File: src/rtl/mips_ctrl_pkg.sv
// Shared encodings for the multi-cycle MIPS-subset controller: FSM states,
// opcodes, ALU operation codes, datapath select codes and the strobe bundle.
package mips_ctrl_pkg;

    localparam logic [3:0] ST_FETCH    = 4'd0;
    localparam logic [3:0] ST_DECODE   = 4'd1;
    localparam logic [3:0] ST_MEMADR   = 4'd2;
    localparam logic [3:0] ST_MEMRD    = 4'd3;
    localparam logic [3:0] ST_MEMWB    = 4'd4;
    localparam logic [3:0] ST_MEMWR    = 4'd5;
    localparam logic [3:0] ST_RTYPE_EX = 4'd6;
    localparam logic [3:0] ST_ALUWB    = 4'd7;
    localparam logic [3:0] ST_BRANCH   = 4'd8;
    localparam logic [3:0] ST_IMM_EX   = 4'd9;
    localparam logic [3:0] ST_IMMWB    = 4'd10;
    localparam logic [3:0] ST_JUMP     = 4'd11;
    localparam logic [3:0] ST_JAL      = 4'd12;

    localparam logic [5:0] OP_RTYPE = 6'b000000;
    localparam logic [5:0] OP_J     = 6'b000010;
    localparam logic [5:0] OP_JAL   = 6'b000011;
    localparam logic [5:0] OP_BEQ   = 6'b000100;
    localparam logic [5:0] OP_BNE   = 6'b000101;
    localparam logic [5:0] OP_ADDIU = 6'b001001;
    localparam logic [5:0] OP_SLTI  = 6'b001010;
    localparam logic [5:0] OP_SLTIU = 6'b001011;
    localparam logic [5:0] OP_ANDI  = 6'b001100;
    localparam logic [5:0] OP_ORI   = 6'b001101;
    localparam logic [5:0] OP_XORI  = 6'b001110;
    localparam logic [5:0] OP_LUI   = 6'b001111;
    localparam logic [5:0] OP_LW    = 6'b100011;
    localparam logic [5:0] OP_SW    = 6'b101011;

    localparam logic [3:0] ALU_ADD   = 4'b0000;
    localparam logic [3:0] ALU_SUB   = 4'b0001;
    localparam logic [3:0] ALU_FUNCT = 4'b0010;
    localparam logic [3:0] ALU_LUI   = 4'b0011;
    localparam logic [3:0] ALU_SLT   = 4'b0100;
    localparam logic [3:0] ALU_AND   = 4'b0101;
    localparam logic [3:0] ALU_OR    = 4'b0110;
    localparam logic [3:0] ALU_XOR   = 4'b0111;
    localparam logic [3:0] ALU_SLTU  = 4'b1001;

    localparam logic [1:0] SRCB_RT      = 2'b00;
    localparam logic [1:0] SRCB_FOUR    = 2'b01;
    localparam logic [1:0] SRCB_IMM     = 2'b10;
    localparam logic [1:0] SRCB_IMM_SH2 = 2'b11;

    localparam logic [1:0] PCSRC_ALU    = 2'b00;
    localparam logic [1:0] PCSRC_ALUOUT = 2'b01;
    localparam logic [1:0] PCSRC_JUMP   = 2'b10;

    typedef struct packed {
        logic       pc_en;
        logic       iord;
        logic       mem_read;
        logic       mem_write;
        logic       ir_write;
        logic       mem_to_reg;
        logic       reg_dst;
        logic       reg_write;
        logic       jal;
        logic       ui;
        logic       alu_src_a;
        logic [1:0] alu_src_b;
        logic [3:0] alu_op;
        logic [1:0] pc_src;
        logic       illegal;
    } ctrl_t;

endpackage

File: src/rtl/imm_aluop_decode.sv
// Maps a latched immediate-class opcode to its ALU operation and the
// zero-extend flag for the immediate.
module imm_aluop_decode
    import mips_ctrl_pkg::*;
(
    input  logic [5:0] op_i,
    output logic [3:0] alu_op_o,
    output logic       ui_o
);

    // Opcode to {ALUOp, ui}; non-immediate opcodes fall back to add/sign-extend
    always_comb begin
        alu_op_o = ALU_ADD;
        ui_o     = 1'b0;
        case (op_i)
            OP_LUI:   begin alu_op_o = ALU_LUI;  ui_o = 1'b0; end
            OP_ADDIU: begin alu_op_o = ALU_ADD;  ui_o = 1'b1; end
            OP_ANDI:  begin alu_op_o = ALU_AND;  ui_o = 1'b1; end
            OP_ORI:   begin alu_op_o = ALU_OR;   ui_o = 1'b1; end
            OP_XORI:  begin alu_op_o = ALU_XOR;  ui_o = 1'b1; end
            OP_SLTI:  begin alu_op_o = ALU_SLT;  ui_o = 1'b0; end
            OP_SLTIU: begin alu_op_o = ALU_SLTU; ui_o = 1'b1; end
            default:  begin alu_op_o = ALU_ADD;  ui_o = 1'b0; end
        endcase
    end

endmodule

File: src/rtl/multicycle_control.sv
// Moore sequencing FSM for the multi-cycle MIPS-subset datapath, sharing one
// memory port between fetch and data access and stalling on mem_ready.
module multicycle_control
    import mips_ctrl_pkg::*;
#(
    parameter int STATE_W = 4,
    parameter int ALUOP_W = 4
) (
    input  logic               clk,
    input  logic               reset,
    input  logic [5:0]         opcode,
    input  logic               zero,
    input  logic               mem_ready,
    output logic               pc_en,
    output logic               IorD,
    output logic               MemRead,
    output logic               MemWrite,
    output logic               IRWrite,
    output logic               MemtoReg,
    output logic               RegDst,
    output logic               RegWrite,
    output logic               jal,
    output logic               ui,
    output logic               ALUSrcA,
    output logic [1:0]         ALUSrcB,
    output logic [ALUOP_W-1:0] ALUOp,
    output logic [1:0]         PCSrc,
    output logic               illegal,
    output logic [STATE_W-1:0] state
);

    logic [STATE_W-1:0] state_q, state_d;
    logic [5:0]         op_q, op_d;
    ctrl_t              ctrl_s, ctrl_out_s;
    logic [3:0]         imm_alu_op_s;
    logic               imm_ui_s;

    imm_aluop_decode u_imm_aluop_decode (
        .op_i     (op_q),
        .alu_op_o (imm_alu_op_s),
        .ui_o     (imm_ui_s)
    );

    // Next-state and per-state strobe decode
    always_comb begin
        ctrl_s  = '0;
        state_d = ST_FETCH;
        op_d    = op_q;
        case (state_q)
            ST_FETCH: begin
                ctrl_s.mem_read  = 1'b1;
                ctrl_s.alu_src_b = SRCB_FOUR;
                ctrl_s.alu_op    = ALU_ADD;
                if (mem_ready) begin
                    ctrl_s.ir_write = 1'b1;
                    ctrl_s.pc_en    = 1'b1;
                    ctrl_s.pc_src   = PCSRC_ALU;
                    state_d         = ST_DECODE;
                end else begin
                    state_d = ST_FETCH;
                end
            end
            ST_DECODE: begin
                // Speculatively compute the branch target while the opcode settles
                ctrl_s.alu_src_b = SRCB_IMM_SH2;
                op_d             = opcode;
                case (opcode)
                    OP_LW, OP_SW:   state_d = ST_MEMADR;
                    OP_RTYPE:       state_d = ST_RTYPE_EX;
                    OP_BEQ, OP_BNE: state_d = ST_BRANCH;
                    OP_LUI, OP_ADDIU, OP_ANDI, OP_ORI,
                    OP_XORI, OP_SLTI, OP_SLTIU: state_d = ST_IMM_EX;
                    OP_J:           state_d = ST_JUMP;
                    OP_JAL:         state_d = ST_JAL;
                    default: begin
                        ctrl_s.illegal = 1'b1;
                        state_d        = ST_FETCH;
                    end
                endcase
            end
            ST_MEMADR: begin
                ctrl_s.alu_src_a = 1'b1;
                ctrl_s.alu_src_b = SRCB_IMM;
                if (op_q == OP_LW) begin
                    state_d = ST_MEMRD;
                end else begin
                    state_d = ST_MEMWR;
                end
            end
            ST_MEMRD: begin
                ctrl_s.mem_read = 1'b1;
                ctrl_s.iord     = 1'b1;
                if (mem_ready) begin
                    state_d = ST_MEMWB;
                end else begin
                    state_d = ST_MEMRD;
                end
            end
            ST_MEMWB: begin
                ctrl_s.reg_write  = 1'b1;
                ctrl_s.mem_to_reg = 1'b1;
            end
            ST_MEMWR: begin
                ctrl_s.mem_write = 1'b1;
                ctrl_s.iord      = 1'b1;
                if (mem_ready) begin
                    state_d = ST_FETCH;
                end else begin
                    state_d = ST_MEMWR;
                end
            end
            ST_RTYPE_EX: begin
                ctrl_s.alu_src_a = 1'b1;
                ctrl_s.alu_src_b = SRCB_RT;
                ctrl_s.alu_op    = ALU_FUNCT;
                state_d          = ST_ALUWB;
            end
            ST_ALUWB: begin
                ctrl_s.reg_write = 1'b1;
                ctrl_s.reg_dst   = 1'b1;
            end
            ST_BRANCH: begin
                ctrl_s.alu_src_a = 1'b1;
                ctrl_s.alu_src_b = SRCB_RT;
                ctrl_s.alu_op    = ALU_SUB;
                ctrl_s.pc_src    = PCSRC_ALUOUT;
                if (op_q == OP_BNE) begin
                    ctrl_s.pc_en = ~zero;
                end else begin
                    ctrl_s.pc_en = zero;
                end
            end
            ST_IMM_EX: begin
                ctrl_s.alu_src_a = 1'b1;
                ctrl_s.alu_src_b = SRCB_IMM;
                ctrl_s.alu_op    = imm_alu_op_s;
                ctrl_s.ui        = imm_ui_s;
                state_d          = ST_IMMWB;
            end
            ST_IMMWB: begin
                // ALUOp/ui stay valid so the ALU result is stable during writeback
                ctrl_s.reg_write = 1'b1;
                ctrl_s.alu_op    = imm_alu_op_s;
                ctrl_s.ui        = imm_ui_s;
            end
            ST_JUMP: begin
                ctrl_s.pc_en  = 1'b1;
                ctrl_s.pc_src = PCSRC_JUMP;
            end
            ST_JAL: begin
                ctrl_s.pc_en     = 1'b1;
                ctrl_s.pc_src    = PCSRC_JUMP;
                ctrl_s.reg_write = 1'b1;
                ctrl_s.jal       = 1'b1;
            end
            default: begin
                ctrl_s  = '0;
                state_d = ST_FETCH;
            end
        endcase
    end

    // Reset masks every strobe so an abandoned instruction issues no write
    always_comb begin
        if (reset) begin
            ctrl_out_s = '0;
        end else begin
            ctrl_out_s = ctrl_s;
        end
    end

    // State and latched opcode registers
    always_ff @(posedge clk) begin
        if (reset) begin
            state_q <= ST_FETCH;
            op_q    <= 6'b000000;
        end else begin
            state_q <= state_d;
            op_q    <= op_d;
        end
    end

    assign pc_en    = ctrl_out_s.pc_en;
    assign IorD     = ctrl_out_s.iord;
    assign MemRead  = ctrl_out_s.mem_read;
    assign MemWrite = ctrl_out_s.mem_write;
    assign IRWrite  = ctrl_out_s.ir_write;
    assign MemtoReg = ctrl_out_s.mem_to_reg;
    assign RegDst   = ctrl_out_s.reg_dst;
    assign RegWrite = ctrl_out_s.reg_write;
    assign jal      = ctrl_out_s.jal;
    assign ui       = ctrl_out_s.ui;
    assign ALUSrcA  = ctrl_out_s.alu_src_a;
    assign ALUSrcB  = ctrl_out_s.alu_src_b;
    assign ALUOp    = ctrl_out_s.alu_op;
    assign PCSrc    = ctrl_out_s.pc_src;
    assign illegal  = ctrl_out_s.illegal;
    assign state    = state_q;

endmodule

File: config.mk
export PLATFORM = sky130hd
export DESIGN_NAME = multicycle_control
export DESIGN_NICKNAME = d
export VERILOG_FILES = /design/src/rtl/mips_ctrl_pkg.sv /design/src/rtl/imm_aluop_decode.sv /design/src/rtl/multicycle_control.sv
export SDC_FILE = /design/constraint.sdc
export NUM_CORES = 1
export LEC_CHECK = 0
export CORE_UTILIZATION = 42
export CTS_BUF_LIST = sky130_fd_sc_hd__clkbuf_4 sky130_fd_sc_hd__clkbuf_8
export CTS_CLUSTER_SIZE = 30
export DETAILED_ROUTE_END_ITERATION = 10
export GPL_TIMING_DRIVEN = 0
export PLACE_DENSITY = 0.78
export SLEW_MARGIN = 20
export SYNTH_ARGS = -nofsm -noshare
export SYNTH_HDL_FRONTEND = slang
export SYNTH_HIERARCHICAL = 1
export SYNTH_SLANG_ARGS = --single-unit
File: constraint.sdc
create_clock -name clk -period 1.6 [get_ports clk]
set_clock_uncertainty 0.05 [all_clocks]
set_input_delay 0.16 -clock clk [delete_from_list [all_inputs] [get_ports clk]]
set_output_delay 0.16 -clock clk [all_outputs]
set_load 0.02 [all_outputs]
==> out/summary.txt, run 1 <==
PortBufs: 31
error message: [ERROR DPL-0038] Utilization greater than 100%, impossible to legalize
DP Area: 1420 um^2
worst setup endpoint GRT: ALUOp[1]
Synthesized Nets: 155
largest net degree at the start of global routing: 11
Die Span Y: 50.4 um
Starting Density: 0.444
Syn Inst Count: 145
# clock sinks: 10
Routability Congestion: 0.880
Fail Step: global routing
Avg Inst Size Synth: 6.77 um^2
Syn Std Cell Area: 982 um^2
top_reg_cell synth: dfxtp_1
Inserted Clock Buffers: 3
status: stopped before the end
CTS root buf: clkbuf_4
Die W: 50.4 um
FFs w/ async S/R, synth: 0
post-synthesis sequential area ratio: 0.204
Clock Path Buffers: 2
CTS Hold Bufs: 0
Placed Instances: 204
worst endpoint type: output port
Yosys cell types: 41
number of enable flip-flop cells after synthesis: 0
Yosys warnings: 6
DP Worst Slack: -1010 ps
Core Rows: 17
CTS H-tree lvls: 1
Yosys reg bits: 10
IO Count: 34
DP HPWL: 2070 um
==> synthesized netlist by cell type (all sizes together) (2+ instances only) <==
master | number | share of area
nor4b | 2 | 0.033
or3 | 2 | 0.013
mux2 | 3 | 0.034
xnor2 | 2 | 0.018
nor4 | 5 | 0.032
a211o | 2 | 0.018
nand2b | 7 | 0.052
a31oi | 4 | 0.025
nor3 | 6 | 0.041
nor2 | 20 | 0.076
dfxtp | 10 | 0.20
or3b | 2 | 0.020
clkbuf | 10 | 0.038
and2 | 3 | 0.019
a21oi | 14 | 0.071
nand3 | 3 | 0.015
nor2b | 5 | 0.032
nand2 | 21 | 0.080
o21ai | 4 | 0.020
or4 | 2 | 0.015
nor3b | 2 | 0.015
==> kinds of logic after synthesis <==
group,count (synthesis),share of synthesized area
compound gates,31,0.195
xor+xnor,3,0.0268
buf+inv,12,0.0471
flops,10,0.204
mux,4,0.0446
simple gates,85,0.483
==> repair_timing <==
| item | CTS |
|---|---|
| resized for setup | 168 |
| gates cloned | 1 |
| pin swaps | 18 |
| buffers inserted | 22 |
| endpoints found under the setup margin | 29 |
==> stage by stage <==
stage	setup TNS, ps	utilization
CTS	-2030	0.842
detailed placement	-14910	0.643
global placement	-14330	0.643
floorplan	-131	-
==> run 2: changes to the inputs <==
Settings changed: CORE_AREA set to 2 2 63 65, CORE_UTILIZATION 42 to not set, CTS_BUF_LIST sky130_fd_sc_hd__clkbuf_4 sky130_fd_sc_hd__clkbuf_8 to not set, CTS_CLUSTER_SIZE 30 to not set, DIE_AREA set to 0 0 65 67, PLACE_DENSITY 0.78 to not set, PLACE_DENSITY_LB_ADDON set to 0.15.
Clock period 1.6 ns to 2.1 ns, I/O delays scaled along.
==> out/summary.txt, run 2 <==
grt ovf: 0
Yosys cell types: 41 (unchanged)
DP HPWL: 2220 um (was 2070 um)
Synthesized Nets: 155 (unchanged)
Reg area: 204 um^2
top_reg_cell synth: dfxtp_1 (unchanged)
area grow syn2layout: 48.2%
Fin. Hold Viols: 0
Syn Inst Count: 145 (unchanged)
Final Cycle Share: 0.955
Core Rows: 22 (was 17)
LEAKAGE: 0.581 nW
Starting Density: 0.272 (was 0.444)
IO Count: 34 (unchanged)
Crit path required time: 1840 ps
PwrDens: 408 nW/um^2
Hold Path Class: input pin to flop
Hold Slack: 309 ps
switching part of the total: 0.277
Die W: 65 um (was 50.4 um)
Final #Nets: 192
top area cells in the synthesized netlist: dfxtp_1, nand2_1, nor2_1 (unchanged)
Routability Congestion: 0.807 (was 0.880)
VDD IR max: 276 uV
Worst Setup End Kind: output pin
Rel. slew slack: 0.733
startpoint class of the critical path: flop
CTS H-tree lvls: 1 (unchanged)
worst hold endpoint: op_q[3]$_SDFFE_PP0P_
# clock sinks: 10 (unchanged)
Syn Std Cell Area: 982 um^2 (unchanged)
max-slew violations: 0
Yosys reg bits: 10 (unchanged)
Synth top area share: 0.204 (unchanged)
min cycle time layout: 2010 ps
Post-synth top cells: nand2_1, nor2_1, a21oi_1 (unchanged)
FFs w/ async S/R, synth: 0 (unchanged)
kind of critical path: flop to output pin
status: complete, no violations (was stopped before the end)
DP Worst Slack: -347 ps (was -1010 ps)
PortBufs: 31 (unchanged)
worst stage delay on the critical path: 350 ps
Critical Path AT: 1750 ps
router iterations before antenna repair: 4
cell taking the most area after synthesis: dfxtp_1 (unchanged)
Die Span Y: 67 um (was 50.4 um)
max FFs per register: 6
Yosys warnings: 6 (unchanged)
core area: 3610 um^2
Clk network pwr share: 0.398
commonest non-fill, non-tap cell in the layout: nand2_1
worst path cell trace: clkbuf_4, nor2b_1, mux2_2, nand2_1, a21oi_1, dlygate4sd2_1
CTS root buf: clkbuf_8 (was clkbuf_4)
die footprint: 4360 um^2
Avg Inst Size Synth: 6.77 um^2 (unchanged)
Slew @ Worst Pin: 399 ps
largest net degree at the start of global routing: 11
Critical R2R Launch: state[1]$_SDFF_PP0_
Via density: 4.98
CP max FO: 10
number of enable flip-flop cells after synthesis: 0 (unchanged)
fillers: 401
Initial DRC Count: 60
Final ANT Viol Nets: 0
Largest delay share family, worst path: buffers and inverters
reg2reg path depth: 5
drt wl/cell: 12.6 um
via count: 1141
count leader, synth: nand2_1 (unchanged)
Top reg by flops: op_q
DP Area: 1360 um^2 (was 1420 um^2)
CTS tree: yes
Sequential Power Share: 0.356
most frequent cells in the layout: nand2_1, nor2_1, a21oi_1
GRT Resource Usage Total: 0.135
Placed Instances: 224 (was 204)
utilization after layout: 0.404
clk_lat worst skew: 230 ps
Multi-input gate area: 768 um^2
Worst Hold Depth: 3
Max Freq: 0.499 GHz
Int Pwr: 0.429 mW
P_sw: 0.165 mW
vias in the first global route: 1040
max-cap violations: 0
Clock Path Buffers: 2 (unchanged)
initial antenna violation count: 0
setup TNS: 0 ps
setup ws final: 94.2 ps
first-pass GRT wire length: 4660 um
Worst Min Path Start: opcode[3]
RR Endpoint: state[1]$_SDFF_PP0_
Buffers & Inverters on Critical Path: 2
CP max-delay cell: dfxtp_1
share of layout cells above drive strength 1: 0.210
R2R setup slack: 310 ps
setup violators final: 0
overall power: 0.594 mW
Post-Route WL: 2880 um
DRC: 0
logic gate share of total power: 0.247
# diodes: 0
Clk pin slew, worst setup/hold paths: 50 ps
post-synthesis sequential area ratio: 0.204 (unchanged)
Inserted Clock Buffers: 3 (unchanged)
design area: 1460 um^2
Layout Cells excl Fill: 229
==> run 2: per-layer routing <==
metal  part of all wire  up-vias  GRT usage
met3              0.051        2     0.0220
met5                  0        -          0
met1               0.49      520      0.175
li1                   -      587          -
met4             0.0069        0     0.0559
met2               0.45       32      0.223
==> run 2: cell type report <==
| class | count | area share |
|---|---|---|
| timing repair buffer | 32 | 0.207 |
| buffer | 11 | 0.0430 |
| multi-input combinational | 123 | 0.528 |
| inverter | 1 | 0.00258 |
| clock buffer | 4 | 0.0378 |
| tap | 48 | 0.0413 |
| sequential | 10 | 0.140 |
==> run 2: kinds of logic after synthesis <==
logic type / count (synthesis) / synth area share
and+or+nand+nor: 85 / 0.483
AOI/OAI and AO/OA: 31 / 0.195
buffers and inverters: 12 / 0.0471
DFF: 10 / 0.204
muxes: 4 / 0.0446
xor gates and xnor gates: 3 / 0.0268
==> run 2: repair_timing <==
item,4_1_cts,5_1_grt
gates resized for setup,45,16
hold buffers,0,0
endpoints found under the hold margin,0,0
setup endpoints to repair,20,12
pin swaps,1,1
buffers inserted,0,1
==> run 2: worst max path at each step <==
stage / startpoint / endpoint / cells past startpoint
5_1_grt: state[1]$_SDFF_PP0_ / illegal / 5
4_1_cts: state[0]$_SDFF_PP0_ / pc_en / 5
2_1_floorplan: state[1]$_SDFF_PP0_ / illegal / 4
3_5_place_dp: state[2]$_SDFF_PP0_ / IorD / 5
3_3_place_gp: state[3]$_SDFF_PP0_ / ALUOp[3] / 5
6_report: state[3]$_SDFF_PP0_ / RegWrite / 6
==> run 2: worst reg2reg max path: cells and delay by family (launching register included) <==
kind                   cells  cell delay [ps]
AND/OR/NAND/NOR            3              970
flip-flops                 1              360
buffers and inverters      1              170
AO/OA/AOI/OAI              1              160
==> run 2: power by group through the flow <==
stage | combinational, mW | sequential [mW] | clock (mW)
floorplan | 0.0883 | 0.214 | 0
detailed placement | 0.146 | 0.214 | 0
global route | 0.160 | 0.213 | 0.255
CTS | 0.145 | 0.211 | 0.244
finish | 0.146 | 0.211 | 0.236
global placement | 0.145 | 0.214 | 0
Power figures use the tool's default switching activity.
